$ cat src/rtl/card_dealer_if.sv
// Request/response bundle between the round controller and the card dealer.
// The master drives the requests, and the dealer (slave) returns the hands and status.
interface card_dealer_if #(
  parameter int unsigned CARD_W = 4
);
  logic              start;
  logic              draw_p3;
  logic              draw_d3;
  logic              stand;
  logic [CARD_W-1:0] pcard1;
  logic [CARD_W-1:0] pcard2;
  logic [CARD_W-1:0] pcard3;
  logic [CARD_W-1:0] dcard1;
  logic [CARD_W-1:0] dcard2;
  logic [CARD_W-1:0] dcard3;
  logic              busy;
  logic              ready3;
  logic              done;

  modport master (
    output start, draw_p3, draw_d3, stand,
    input  pcard1, pcard2, pcard3, dcard1, dcard2, dcard3, busy, ready3, done
  );

  modport slave (
    input  start, draw_p3, draw_d3, stand,
    output pcard1, pcard2, pcard3, dcard1, dcard2, dcard3, busy, ready3, done
  );
endinterface

$ cat src/rtl/card_dealer.sv
// Card source and deal sequencer. A free-running 1..NUM_CARDS counter is sampled into
// the player/banker hand registers: an opening deal of P1,D1,P2,D2, then third cards on request.
module card_dealer #(
  parameter int unsigned NUM_CARDS = 13,
  parameter int unsigned CARD_W    = 4
) (
  input  logic          slow_clock,
  input  logic          resetb,
  card_dealer_if.slave  dealer_io
);

  typedef enum logic [3:0] {
    StIdle, StDealP1, StDealD1, StDealP2, StDealD2, StWait3, StDealP3, StDealD3, StDone
  } state_e;

  // Hand slots: 0=P1 1=D1 2=P2 3=D2 4=P3 5=D3
  state_e            state_q, state_d;
  logic [CARD_W-1:0] cnt_q, cnt_d;
  logic [CARD_W-1:0] hand_q [6];
  logic [CARD_W-1:0] hand_d [6];
  logic              pend_p3_q, pend_p3_d;
  logic              pend_d3_q, pend_d3_d;
  logic              pend_st_q, pend_st_d;
  logic              busy_q, ready3_q, done_q;
  logic              accept, p3_taken, d3_taken;

  assign cnt_d = (cnt_q == CARD_W'(NUM_CARDS)) ? CARD_W'(1) : cnt_q + CARD_W'(1);

  always_comb begin
    state_d = state_q;
    hand_d  = hand_q;
    accept   = (state_q == StWait3) || (state_q == StDealP3) || (state_q == StDealD3);
    // A card counts as taken while its deal cycle is in progress, so repeat draws drop.
    p3_taken = (hand_q[4] != '0) || (state_q == StDealP3);
    d3_taken = (hand_q[5] != '0) || (state_q == StDealD3);
    pend_p3_d = (pend_p3_q | (accept & dealer_io.draw_p3)) & ~p3_taken;
    pend_d3_d = (pend_d3_q | (accept & dealer_io.draw_d3)) & ~d3_taken;
    pend_st_d = pend_st_q | (accept & dealer_io.stand);

    unique case (state_q)
      StIdle, StDone: begin
        if (dealer_io.start) begin
          state_d = StDealP1;
          for (int i = 0; i < 6; i++) hand_d[i] = '0;
        end
      end
      StDealP1: begin
        hand_d[0] = cnt_q;
        state_d   = StDealD1;
      end
      StDealD1: begin
        hand_d[1] = cnt_q;
        state_d   = StDealP2;
      end
      StDealP2: begin
        hand_d[2] = cnt_q;
        state_d   = StDealD2;
      end
      StDealD2: begin
        hand_d[3] = cnt_q;
        state_d   = StWait3;
      end
      StWait3: begin
        if (pend_p3_d)      state_d = StDealP3;
        else if (pend_d3_d) state_d = StDealD3;
        else if (pend_st_d) state_d = StDone;
      end
      StDealP3: begin
        hand_d[4] = cnt_q;
        if (d3_taken)       state_d = StDone;
        else if (pend_d3_d) state_d = StDealD3;
        else                state_d = StWait3;
      end
      StDealD3: begin
        hand_d[5] = cnt_q;
        if (p3_taken)       state_d = StDone;
        else if (pend_p3_d) state_d = StDealP3;
        else                state_d = StWait3;
      end
      default: state_d = StIdle;
    endcase

    // The round is over, so nothing left pending carries into the next one.
    if (state_d == StDone) begin
      pend_p3_d = 1'b0;
      pend_d3_d = 1'b0;
      pend_st_d = 1'b0;
    end
  end

  always_ff @(posedge slow_clock or negedge resetb) begin
    if (!resetb) begin
      state_q   <= StIdle;
      cnt_q     <= CARD_W'(1);
      for (int i = 0; i < 6; i++) hand_q[i] <= '0;
      pend_p3_q <= 1'b0;
      pend_d3_q <= 1'b0;
      pend_st_q <= 1'b0;
      busy_q    <= 1'b0;
      ready3_q  <= 1'b0;
      done_q    <= 1'b0;
    end else begin
      state_q   <= state_d;
      cnt_q     <= cnt_d;
      hand_q    <= hand_d;
      pend_p3_q <= pend_p3_d;
      pend_d3_q <= pend_d3_d;
      pend_st_q <= pend_st_d;
      busy_q    <= (state_d != StIdle) && (state_d != StWait3) && (state_d != StDone);
      ready3_q  <= (state_d == StWait3) && !(pend_p3_d || pend_d3_d || pend_st_d);
      done_q    <= (state_d == StDone);
    end
  end

  assign dealer_io.pcard1 = hand_q[0];
  assign dealer_io.dcard1 = hand_q[1];
  assign dealer_io.pcard2 = hand_q[2];
  assign dealer_io.dcard2 = hand_q[3];
  assign dealer_io.pcard3 = hand_q[4];
  assign dealer_io.dcard3 = hand_q[5];
  assign dealer_io.busy   = busy_q;
  assign dealer_io.ready3 = ready3_q;
  assign dealer_io.done   = done_q;

endmodule

$ cat src/flat_wrapper.sv
// flat-port wrapper written by rule: the top's interface ports become plain ports
module card_dealer_flat 
#(
  parameter int unsigned NUM_CARDS = 13,
  parameter int unsigned CARD_W    = 4
)
  (slow_clock, resetb, dealer_io_start, dealer_io_draw_p3, dealer_io_draw_d3, dealer_io_stand, dealer_io_pcard1, dealer_io_pcard2, dealer_io_pcard3, dealer_io_dcard1, dealer_io_dcard2, dealer_io_dcard3, dealer_io_busy, dealer_io_ready3, dealer_io_done);
  card_dealer_if #(.CARD_W(CARD_W)) dealer_io_i ();
  input  logic slow_clock;
  input  logic resetb;
  input wire logic [$bits(dealer_io_i.start)-1:0] dealer_io_start;
  input wire logic [$bits(dealer_io_i.draw_p3)-1:0] dealer_io_draw_p3;
  input wire logic [$bits(dealer_io_i.draw_d3)-1:0] dealer_io_draw_d3;
  input wire logic [$bits(dealer_io_i.stand)-1:0] dealer_io_stand;
  output wire logic [$bits(dealer_io_i.pcard1)-1:0] dealer_io_pcard1;
  output wire logic [$bits(dealer_io_i.pcard2)-1:0] dealer_io_pcard2;
  output wire logic [$bits(dealer_io_i.pcard3)-1:0] dealer_io_pcard3;
  output wire logic [$bits(dealer_io_i.dcard1)-1:0] dealer_io_dcard1;
  output wire logic [$bits(dealer_io_i.dcard2)-1:0] dealer_io_dcard2;
  output wire logic [$bits(dealer_io_i.dcard3)-1:0] dealer_io_dcard3;
  output wire logic [$bits(dealer_io_i.busy)-1:0] dealer_io_busy;
  output wire logic [$bits(dealer_io_i.ready3)-1:0] dealer_io_ready3;
  output wire logic [$bits(dealer_io_i.done)-1:0] dealer_io_done;
  assign dealer_io_i.start = dealer_io_start;
  assign dealer_io_i.draw_p3 = dealer_io_draw_p3;
  assign dealer_io_i.draw_d3 = dealer_io_draw_d3;
  assign dealer_io_i.stand = dealer_io_stand;
  assign dealer_io_pcard1 = dealer_io_i.pcard1;
  assign dealer_io_pcard2 = dealer_io_i.pcard2;
  assign dealer_io_pcard3 = dealer_io_i.pcard3;
  assign dealer_io_dcard1 = dealer_io_i.dcard1;
  assign dealer_io_dcard2 = dealer_io_i.dcard2;
  assign dealer_io_dcard3 = dealer_io_i.dcard3;
  assign dealer_io_busy = dealer_io_i.busy;
  assign dealer_io_ready3 = dealer_io_i.ready3;
  assign dealer_io_done = dealer_io_i.done;
  card_dealer #(.NUM_CARDS(NUM_CARDS), .CARD_W(CARD_W)) u_core (.slow_clock(slow_clock), .resetb(resetb), .dealer_io(dealer_io_i));
endmodule
$ cat config.mk
export PLATFORM = sky130hd
export DESIGN_NAME = card_dealer_flat
export DESIGN_NICKNAME = d
export VERILOG_FILES = /design/src/rtl/card_dealer_if.sv /design/src/rtl/card_dealer.sv /design/src/flat_wrapper.sv
export SDC_FILE = /design/constraint.sdc
export NUM_CORES = 1
export LEC_CHECK = 0
export ABC_AREA = 1
export CORE_MARGIN = 1.5
export CORE_UTILIZATION = 35
export CTS_BUF_LIST = sky130_fd_sc_hd__clkbuf_16
export DETAILED_ROUTE_END_ITERATION = 10
export SLEW_MARGIN = 5
export SYNTH_ARGS = -nofsm -noshare
export SYNTH_HDL_FRONTEND = slang
export SYNTH_SLANG_ARGS = --single-unit
export TNS_END_PERCENT = 10
$ cat constraint.sdc
create_clock -name slow_clock -period 3.97 [get_ports slow_clock]
set_input_delay 0.5955 -clock slow_clock [delete_from_list [all_inputs] [get_ports slow_clock]]
set_output_delay 0.5955 -clock slow_clock [all_outputs]
set_load 0.05 [all_outputs]
* Word-level counts from Yosys, hierarchy flattened
Cells that the tools add are included.
** Word-level totals
- Register bits after elaboration :: 38
- Input bits :: 6
** Cells by class
- Add/sub/neg operators :: 1
- Eq/ne operators :: 14
- Mux-type cells :: 20
- Bitwise logic cells :: 10
- Reduce and logical (&&, ||, !) cells :: 27
** Operator list (count)
- $pmux W4 S2 :: 6
- $pmux W4 S8 :: 1
- $mux W4 :: 7
- $mux W24 :: 1
- $eq A4 B3 Y1 const B :: 5
- $eq A4 B4 Y1 const B :: 3
- $reduce_and A2 Y1 :: 6
- $reduce_bool A2 Y1 :: 6
- $reduce_bool A4 Y1 :: 3
- $eq A4 B2 Y1 const B :: 2
- $logic_or A1 B1 Y1 :: 6
- $and A1 B1 Y1 :: 5
- $add A4 B1 Y4 const B :: 1
- $eq A4 B1 Y1 const B :: 1
- $logic_not A4 Y1 :: 1
- $mux W2 :: 2
- $ne A4 B3 Y1 const B :: 1
- $ne A4 B4 Y1 const B :: 1
- $logic_and A1 B1 Y1 :: 3
- $mux W1 :: 3
- $or A1 B1 Y1 :: 3
- $ne A2 B2 Y1 const B :: 1
- $not A1 Y1 :: 2
- $reduce_or A2 Y1 :: 1
- $logic_not A1 Y1 :: 1

* Logic depth before layout (Yosys ltp)
- Depth after elaboration :: 15
- Depth in mapped cells :: 13
- Gate-level depth less buffers :: 13

* Least setup slack after synthesis
Ideal clock, no wire load.
- Path type :: register to register
- From :: register u_core.hand_q, in the netlist u_core.dealer_io.dcard3[3]
- To :: register u_core.busy_q (netlist: u_core.dealer_io.busy)
- Setup time :: 0.113 ns
- Data arrival time :: 1.413 ns
- Required time :: 3.857 ns
- Slack :: 2.444 ns
- Stages on the path, launching flop included :: 12
- Buffers on the path :: 0
- Period minus slack after synthesis :: 1.526 ns
- Path through :: dfrtp_1 -> nor2_1 -> nand2_1 -> nor2_2 -> nor2_1 -> nand2_1 -> nor2_2 -> nand2_2 -> nor2_1 -> nand2_1 -> nand2_1 -> inv_1
** On the way
- Longest elaborated chain between the ends :: 10
- Elaborated cells on any way between the ends :: 14
- Classes of those cells :: eq/ne (2); mux (5); bitwise (2); reduce/logical (5)
** RTL lines
- start, declared :: line card_dealer.sv:19 : logic [CARD_W-1:0] hand_q [6];
- start signal, assigned :: line card_dealer.sv:105 : hand_q <= hand_d;
- $reduce_bool A4 Y1 * :: line card_dealer.sv:35 : d3_taken = (hand_q[5] != '0) || (state_q == StDealD3);
- $logic_or A1 B1 Y1 * :: line card_dealer.sv:35
- $not A1 Y1 :: line card_dealer.sv:37 : pend_d3_d = (pend_d3_q | (accept & dealer_io.draw_d3)) & ~d3_taken;
- $and A1 B1 Y1 :: line card_dealer.sv:37
- $mux W4 :: line card_dealer.sv:65 : else if (pend_d3_d) state_d = StDealD3;
- $mux W4 :: line card_dealer.sv:64 : if (pend_p3_d) state_d = StDealP3;
- $pmux W4 S8 * :: line card_dealer.sv:40 : unique case (state_q)
- named net u_core.state_d[0] :: line card_dealer.sv:17 : state_e state_q, state_d;
- $ne A4 B3 Y1 or $reduce_bool A4 Y1 (tied branches) :: line card_dealer.sv:109 : busy_q <= (state_d != StIdle) && (state_d != StWait3) && (state_d != StDone);
- $logic_and A1 B1 Y1 :: line card_dealer.sv:109
- $logic_and A1 B1 Y1 * :: line card_dealer.sv:109
- end signal, assigned :: line card_dealer.sv:109
- end, declared :: line card_dealer.sv:24 : logic busy_q, ready3_q, done_q;
The timed path passes the listed nets; every way through them passes the cells marked *.
A chain may end at the register's enable or synchronous reset.

* Final worst setup path
- From :: register u_core.hand_q, in the netlist u_core.dealer_io.dcard3[3]
- To :: output dealer_io_dcard3[3]
** RTL lines
- end, declared :: line flat_wrapper.sv:20 : output wire logic [$bits(dealer_io_i.dcard3)-1:0] dealer_io_dcard3;
No word-level cell between the ends.

==> results.toml <==
[layout]
fill_cells = 458
regArea_um2 = 952.2
areaGrowthSynthToFinish_pct = 30.47
multiInputGateArea_um2 = 689.4
fin_nets = 246
drive_above_1_share_pct = 14.52
final_area_mm2 = 0.002298
fin_cells = 308
n_antenna_cell = 0

[timing]
relSlewSlack_pct = 37.58
setup_tns_ns = 0
max_clock_freq_mhz = 481.2
finalMaxSlewViolations = 0
holdWs_ns = 0.4507
worst_slack_ns = 1.892
hold_viol = 0
fin_crit_sh_pct = 52.35
rsz0062_at_grt = "no"
skew_ns = 0.005840
worst_slew_pin_slew_ns = 0.9363
setup_viol = 0
fin_crit_ns = 2.078

[detailed_routing]
drt_iter0_drc = 68
vias = 1436
drc = 0
drtPass1Iterations = 4
wl_per_cell_um = 12.35
viasPerCell = 4.662
wl_mm = 3.803
drtAntennaViolNets = 0

[global_routing]
antenna_found_initial = 0
grt_pass1_wl_mm = 6.265
first_global_vias = 1296
grt_overflow = 0
grt_max_degree = 39
grt_usage_pct = 15.49

[power_and_ir_drop]
p_switching_mw = 1.117
vdd_ir_drop_max_mv = 0.5286
comb_power_share_pct = 55.4
p_seq_share_pct = 27.7
clockPowerShare_pct = 17.0
p_leak_nw = 1.107
p_int_mw = 1.155
power_per_cell_area_mw_per_mm2 = 988.7
switching_share_pct = 49.17

[critical_path]
r2r_slack_ns = 2.36
worstRegToRegCells = 13
regToRegEndpoint = "u_core.dealer_io.busy"
critPathBufInv = 1
worstPathRequired_ns = 3.37
reg2reg_from = "u_core.state_q[1]"
critical_path.slowest_cell = "clkdlybuf4s50_1"
startpoint_type = "flop"
crit_path_max_fanout = 3
path_class = "reg -> out"
crit_cells = 1
path_delay_family = "buffers and inverters"
slowest_delay_ns = 0.82
arrival_ns = 1.48
cp-startpoint = "u_core.dealer_io.dcard3[3]"
crit_chain = "clkdlybuf4s50_1"
endpoint_kind = "output pin"

[synth]
syn-instance-count = 202
yosysTopAreaCellShare_pct = 52.56
seq_area_frac_synth_pct = 54.05
netlist_area_mm2 = 0.001762
synth.most_common_cell = "dfrtp_1"
syn_area_per_cell_um2 = 8.721
synth-seq-cells = 38
yosys-top-cells-count = "dfrtp_1 (37), nand3_1 (31), nand2_1 (25), inv_1 (24), o21ai_0 (23)"
syn_nets = 208
synthFlopType = "dfrtp_1"
synth_edf_count = 0
yosysUniqueCellTypes = 21
ys_warn_count = 0
synth_area_leader_cell = "dfrtp_1"
synthTopCellsByArea = "dfrtp_1 (53%), nand3_1 (8.8%), o21ai_0 (6.5%), nand2_1 (5.3%), inv_1 (5.1%)"
synthArstFlopShare_pct = 100.0

[place]
dpl.hpwl_mm = 2.762
post-place-ws_ns = 1.918
portBuffers = 32
placed_cell_area_mm2 = 0.002157
place.gp.congestion = 0.7720
dp_cells = 300

[job]
cap_violations = 0

[clock_network]
htreeDepth = 2
clock_path_buffers = 2
root_buffer = "clkbuf_16"
post_cts_buffers = 0
cts_tree = "yes"
clk_latency_ns = 0.28
clk_pin_slew_ns = 0.06
numCtsBuffers = 5
hold_buffers = 0
cts_resized = 0
clock_sinks = 38

[floorplanning]
die_w_um = 73.95
die_area_mm2 = 0.005468
rows = 25
die_y_um = 73.95
pin_count = 33
start_util_pct = 36.81
core_mm2 = 0.004786

[status]
status = "finished, final reports clean"

[hold_path]
hp-class = "in -> async"
## power by group through the flow
stage	clock, mW	sequential, mW	combinational [mW]
after detailed placement	0	0.636	1.27
after CTS	0.393	0.630	1.27
after global placement	0	0.638	1.26
after global routing	0.407	0.645	1.38
final	0.385	0.629	1.26
after floorplan	0	1.02	0.514
## cell families (layout without fill, tap and decap cells)
| logic type | after synthesis | count (layout) | synth area share [%] |
|---|---|---|---|
| flops | 38 | 38 | 54.05 |
| buf+inv | 32 | 71 | 6.818 |
| compound gates | 34 | 34 | 10.30 |
| simple gates | 98 | 98 | 28.84 |
## through the flow
step                util (%)  power [mW]
floorplan                  -       1.532
global placement       45.07       1.899
detailed placement     45.07       1.902
CTS                    48.03       2.293
global route           48.03       2.430
finish                 48.03       2.272
## state kept, by name, summed over array words and instances, names as in the netlist, 4 cells and up
name,flops
u_core.dealer_io.pcard3,4
u_core.cnt_q,4
u_core.dealer_io.dcard1,4
u_core.dealer_io.dcard3,4
u_core.dealer_io.pcard2,4
u_core.dealer_io.dcard2,4
u_core.state_q,4
u_core.dealer_io.pcard1,4
## final cells by class
| class | count | share of cell area [%] |
|---|---|---|
| flip-flops and latches | 38 | 41.43 |
| multi-input cells | 132 | 29.99 |
| repair buffers | 32 | 13.72 |
| clock buffers | 5 | 5.444 |
| inverters | 31 | 5.063 |
| well taps | 67 | 3.647 |
| clock inverters | 3 | 0.7077 |
## cell usage in the layout (no fill, tap or decap), types with 3 or more instances in the layout
master	Yosys	routed
a21oi_1	5	5
nor2_1	21	21
nand3_2	5	5
nand2_4	3	3
clkdlybuf4s50_1	0	31
inv_1	24	24
clkbuf_16	0	5
nand2_1	25	25
nand3_1	31	31
o21ai_0	23	23
nand2_2	6	6
o22ai_1	4	4
dfrtp_1	37	37
nor2_2	3	3
inv_2	7	7
## layer usage
metal | wire, um | global-route usage [%]
met3 | 145 | 4.065
met4 | 80 | 6.790
met1 | 1854 | 21.88
met5 | 0 | 0
met2 | 1723 | 22.42
## how the worst max path moves through the flow
stage	end	slack, ns
after detailed placement	u_core.dealer_io.busy	1.92
after global routing	dealer_io_dcard3[3]	1.86
after CTS	dealer_io_dcard3[2]	1.88
after global placement	u_core.dealer_io.busy	1.93
after floorplan	u_core.dealer_io.busy	2.44
final	dealer_io_dcard3[3]	1.89
Power figures use the tool's default switching activity.
